`config.mk`:
```
export PLATFORM = sky130hd
export DESIGN_NAME = clk_gate_idle_ctrl_flat
export DESIGN_NICKNAME = d
export VERILOG_FILES = /design/src/rtl/clk_gate_idle_ctrl_if.sv /design/src/rtl/clk_gate_idle_ctrl.sv /design/src/flat_wrapper.sv
export SDC_FILE = /design/constraint.sdc
export NUM_CORES = 1
export LEC_CHECK = 0
export CAP_MARGIN = 20
export CORE_MARGIN = 2
export CORE_UTILIZATION = 23
export CTS_CLUSTER_DIAMETER = 50
export CTS_CLUSTER_SIZE = 24
export DETAILED_ROUTE_END_ITERATION = 10
export PLACE_DENSITY = 0.38
export SLEW_MARGIN = 20
export SYNTH_ARGS = -nofsm -noshare
export SYNTH_HDL_FRONTEND = slang
export SYNTH_SLANG_ARGS = --single-unit
```
`constraint.sdc`:
```
create_clock -name clk -period 2.48 [get_ports clk]
set_input_delay 0.372 -clock clk [delete_from_list [all_inputs] [get_ports clk]]
set_output_delay 0.372 -clock clk [all_outputs]
set_load 0.1 [all_outputs]
```
`src/rtl/clk_gate_idle_ctrl_if.sv`:
```
// Bundle between a gated clock branch and its always-on idle controller.
//   busy      : domain has work in flight (level)
//   wake_req  : requester needs the clock; held until clk_rdy is seen
//   force_on  : debug override, keeps the clock running
//   en        : registered enable to the clock-gate cell
//   clk_rdy   : clock running and settled
//   gated     : clock currently gated
//   gate_evts : saturating count of RUN->GATED transitions
// master = the domain side, slave = the controller.
interface clk_gate_idle_ctrl_if #(
  parameter int EVT_W = 16
);
  logic             busy;
  logic             wake_req;
  logic             force_on;
  logic             en;
  logic             clk_rdy;
  logic             gated;
  logic [EVT_W-1:0] gate_evts;

  modport master (
    output busy, wake_req, force_on,
    input  en, clk_rdy, gated, gate_evts
  );

  modport slave (
    input  busy, wake_req, force_on,
    output en, clk_rdy, gated, gate_evts
  );
endinterface

```
`src/rtl/clk_gate_idle_ctrl.sv`:
```
// Idle-driven clock-gate enable controller, one per gated clock branch,
// living in the always-on domain.
// Gates the branch after IDLE_CYCLES consecutive idle samples, ungates on
// any activity, then holds clk_rdy low for a WAKE_CYCLES settle window.
// Ports:
//   clk : free-running (ungated) clock
//   rst : synchronous reset, active-high
//   bus : clk_gate_idle_ctrl_if.slave (busy/wake_req/force_on in,
//         en/clk_rdy/gated/gate_evts out)
// The interface EVT_W must match this module's EVT_W.
module clk_gate_idle_ctrl #(
  parameter int IDLE_CYCLES = 16,
  parameter int WAKE_CYCLES = 2,
  parameter int EVT_W       = 16
) (
  input logic                 clk,
  input logic                 rst,
  clk_gate_idle_ctrl_if.slave bus
);

  localparam int IW = $clog2(IDLE_CYCLES + 1);
  localparam int WW = $clog2(WAKE_CYCLES + 1);

  typedef enum logic [1:0] {
    ST_RUN   = 2'd0,
    ST_GATED = 2'd1,
    ST_WAKE  = 2'd2
  } state_e;

  state_e           state_q, state_d;
  logic [IW-1:0]    idle_cnt_q, idle_cnt_d;
  logic [WW-1:0]    wake_cnt_q, wake_cnt_d;
  logic [EVT_W-1:0] gate_evts_q, gate_evts_d;
  logic             en_q, en_d;
  logic             clk_rdy_q, clk_rdy_d;
  logic             gated_q, gated_d;
  logic             idle;

  function automatic logic [EVT_W-1:0] sat_inc(input logic [EVT_W-1:0] v);
    return (&v) ? v : v + EVT_W'(1);
  endfunction

  assign idle = !bus.busy && !bus.wake_req && !bus.force_on;

  always_comb begin
    state_d     = state_q;
    idle_cnt_d  = idle_cnt_q;
    wake_cnt_d  = wake_cnt_q;
    gate_evts_d = gate_evts_q;
    unique case (state_q)
      ST_RUN: begin
        if (!idle) begin
          idle_cnt_d = '0;
        end else if (idle_cnt_q == IW'(IDLE_CYCLES - 1)) begin
          state_d     = ST_GATED;
          idle_cnt_d  = '0;
          gate_evts_d = sat_inc(gate_evts_q);
        end else begin
          idle_cnt_d = idle_cnt_q + IW'(1);
        end
      end
      ST_GATED: begin
        if (!idle) begin
          state_d    = ST_WAKE;
          wake_cnt_d = '0;
        end
      end
      ST_WAKE: begin
        // The settle window always runs to completion, even if idle returns.
        if (wake_cnt_q == WW'(WAKE_CYCLES - 1)) begin
          state_d    = ST_RUN;
          idle_cnt_d = '0;
          wake_cnt_d = '0;
        end else begin
          wake_cnt_d = wake_cnt_q + WW'(1);
        end
      end
      default: begin
        state_d    = ST_RUN;
        idle_cnt_d = '0;
        wake_cnt_d = '0;
      end
    endcase

    // Outputs are decoded from the next state so they register alongside it;
    // en leaves straight from a flop with no input-to-en combinational path.
    en_d      = (state_d != ST_GATED);
    clk_rdy_d = (state_d == ST_RUN);
    gated_d   = (state_d == ST_GATED);
  end

  always_ff @(posedge clk) begin
    if (rst) begin
      state_q     <= ST_RUN;
      idle_cnt_q  <= '0;
      wake_cnt_q  <= '0;
      gate_evts_q <= '0;
      en_q        <= 1'b1;
      clk_rdy_q   <= 1'b1;
      gated_q     <= 1'b0;
    end else begin
      state_q     <= state_d;
      idle_cnt_q  <= idle_cnt_d;
      wake_cnt_q  <= wake_cnt_d;
      gate_evts_q <= gate_evts_d;
      en_q        <= en_d;
      clk_rdy_q   <= clk_rdy_d;
      gated_q     <= gated_d;
    end
  end

  assign bus.en        = en_q;
  assign bus.clk_rdy   = clk_rdy_q;
  assign bus.gated     = gated_q;
  assign bus.gate_evts = gate_evts_q;

endmodule

```
`src/flat_wrapper.sv`:
```
// flat-port wrapper written by rule: the top's interface ports become plain ports
module clk_gate_idle_ctrl_flat 
#(
  parameter int IDLE_CYCLES = 16,
  parameter int WAKE_CYCLES = 2,
  parameter int EVT_W       = 16
)
  (clk, rst, bus_busy, bus_wake_req, bus_force_on, bus_en, bus_clk_rdy, bus_gated, bus_gate_evts);
  clk_gate_idle_ctrl_if #(.EVT_W(EVT_W)) bus_i ();
  input logic clk;
  input logic rst;
  input wire logic [$bits(bus_i.busy)-1:0] bus_busy;
  input wire logic [$bits(bus_i.wake_req)-1:0] bus_wake_req;
  input wire logic [$bits(bus_i.force_on)-1:0] bus_force_on;
  output wire logic [$bits(bus_i.en)-1:0] bus_en;
  output wire logic [$bits(bus_i.clk_rdy)-1:0] bus_clk_rdy;
  output wire logic [$bits(bus_i.gated)-1:0] bus_gated;
  output wire logic [$bits(bus_i.gate_evts)-1:0] bus_gate_evts;
  assign bus_i.busy = bus_busy;
  assign bus_i.wake_req = bus_wake_req;
  assign bus_i.force_on = bus_force_on;
  assign bus_en = bus_i.en;
  assign bus_clk_rdy = bus_i.clk_rdy;
  assign bus_gated = bus_i.gated;
  assign bus_gate_evts = bus_i.gate_evts;
  clk_gate_idle_ctrl #(.IDLE_CYCLES(IDLE_CYCLES), .WAKE_CYCLES(WAKE_CYCLES), .EVT_W(EVT_W)) u_core (.clk(clk), .rst(rst), .bus(bus_i));
endmodule
```
==> results.tsv <==
metric	value	unit
status	finished, final reports clean	
totalNegativeSetupSlack	0	ns
row_count	27	
powerDensity	466.6	nW/um^2
hold_viol	0	
synth-seq-cells	28	
clock_sinks	28	
setup_viol	0	
post_drt_via_cell_ratio	4.517	
synthFlopType	dfxtp_1	
synth_top_family_by_area	simple AND/OR/NAND/NOR gates	
yosysTopAreaCellShare	44.23	%
antenna_cells	0	
cts_max_level	1	
drc	0	
hp-start	u_core.wake_cnt_q[1]	
max_freq	477.5	MHz
root_buffer	clkbuf_8	
drv_slew	0	
grt_antenna_before_repair	0	
nFillCells	600	
crit_required	2.69	ns
drive_gt1_share	21.76	%
initial_utilization	23.45	%
dieHeight	78.24	um
pre_cts_ws	0.08173	ns
power.total	0.7601	mW
dp_cells	238	
gp_congestion	0.7792	
synthTopCellsByCount	dfxtp_1, nor2_1, a21oi_1, nand3_1, xor2_1	
fin_crit	2.094	ns
worst_pin_slew	0.5765	ns
hpwl	2.120	mm
wl_per_cell	11.60	um
hold-path-cell-count	1	
cts_hold_buf	0	
synthArstFlopShare	0	%
r2r_cells	6	
cts_buffers	3	
stdcell_area	1629	sq um
placed_area	1574	sq um
cts_tree	done	
core-area	5405	sq um
syn-num-nets	148	
post-synth-top-count-cell	dfxtp_1	
synthAdderAreaFrac	1.974	%
p_leak	0.5734	nW
ios	24	
reg2reg_slack	0.40	ns
relSlewSlack	61.16	%
cp-end-kind	flip-flop	
synth_xor_area_share	7.601	%
finalNonFillerCells	242	
fin_nets	178	
synth_compound_area_share	10.76	%
grt_usage	10.07	%
synth_edf_count	0	
hold_end	u_core.wake_cnt_q[1]	
yosysSeqAreaShare	44.23	%
die_area	6121	sq um
layout-area-overhead-vs-synth	28.53	%
multiInputGateArea	680.7	sq um
postSynthAreaPerCell	8.989	sq um
clock_path_buffers	2	
synth_mux_area_share	0.7897	%
yosysWarnings	0	
yosysUniqueCellTypes	32	
cp-start-kind	input pin	
yosys.area.top_type	dfxtp_1	
vias	1093	
ant_nets	0	
timing.final.crit_share	84.45	%
portBuffers	23	
drt_pass1_iterations	4	
finClkSkew	0.005677	ns
cap_viol_max_count	0	
grt_max_degree	17	
setup_slack	0.3856	ns
wl	2.806	mm
grt_pass1_vias	1004	
crit_arrival	2.31	ns
grt_pass1_wl	4.968	mm
clkTransAtPathRegs	0.10	ns
clock_latency	0.27	ns
r2r-start	u_core.idle_cnt_q[0]	
post_cts_buffers	0	
hp-class	flip-flop to flip-flop	
rsz0062_at_grt	no	
r2r_end	u_core.bus.gate_evts[13]	
final_core_util	30.14	%
netlist_instances	141	
crit_type	input pin to flip-flop	
hold_ws	0.4816	ns
synthTopCellsByArea	dfxtp_1, nor2_1, xor2_1	
cts_resized	0	
overflow	0	
drtIter0Drc	88	
die_w	78.24	um
seq_area	564.3	sq um
syn_area	1267	sq um
synthSimpleGateAreaFrac	32.58	%
crit_path_max_fanout	5	
vdd_ir_drop_max	0.2878	mV
## report_power, final
part | internal [mW] | switching (mW)
clock | 0.142 | 0.142
sequential | 0.450 | 0.000485
combinational | 0.0109 | 0.0146
total | 0.603 | 0.157
## layer usage
| metal | routed length, um | part of all wire [%] | vias to the layer above | global-route usage [%] |
|---|---|---|---|---|
| li1 | - | - | 567 | - |
| met3 | 143 | 5.1 | 2 | 3.333 |
| met2 | 1217 | 43 | 23 | 15.17 |
| met1 | 1420 | 51 | 501 | 13.77 |
| met4 | 25 | 0.89 | 0 | 2.632 |
| met5 | 0 | 0 | - | 0 |
## cell families after synthesis
| group | count (synthesis) |
|---|---|
| xor+xnor | 11 |
| fa+ha+maj | 2 |
| buf+inv | 7 |
| compound gates | 24 |
| flops | 28 |
| mux | 1 |
| simple gates | 68 |
## cells in the final DEF (no fill, tap or decap), drive strengths merged, types with 5 or more instances in the layout
cell   count
nand3     12
buf       25
o21ai      6
a21oi     11
xor2       8
nor2      19
dfxtp     28
nand4      5
or3        5
nand2      6
nor3       5
## critical path, stage by stage
cell	delay (ns)
clkdlybuf4s50_1	0.47
nor4_4	0.35
nand3_4	0.10
or4b_4	0.55
or3_1	0.32
a21oi_1	0.14
## registers in the layout (all words and copies together) (netlist names)
name	flops
u_core.state_q	2
u_core.bus.gate_evts	16
u_core.bus.en	1
u_core.bus.clk_rdy	1
u_core.bus.gated	1
u_core.wake_cnt_q	2
u_core.idle_cnt_q	5
## area by class of cell
class	instances	area share (%)
repair buffers	29	13.98
well taps	72	5.530
inverters	3	0.6912
flip-flops and latches	28	34.64
multi-input cells	106	41.78
clock buffers	4	3.379
## worst max path at each step
stage                            startpoint                       end  slack [ns]
CTS                            bus_wake_req  u_core.bus.gate_evts[13]        0.39
global placement               bus_wake_req   u_core.bus.gate_evts[9]         0.1
global route                   bus_wake_req   u_core.bus.gate_evts[9]        0.29
detailed placement             bus_wake_req  u_core.bus.gate_evts[13]        0.08
floorplan           u_core.bus.gate_evts[5]  u_core.bus.gate_evts[13]        0.02
finish                         bus_wake_req  u_core.bus.gate_evts[13]        0.39
Note: power is estimated with default switching activity, not from simulation.
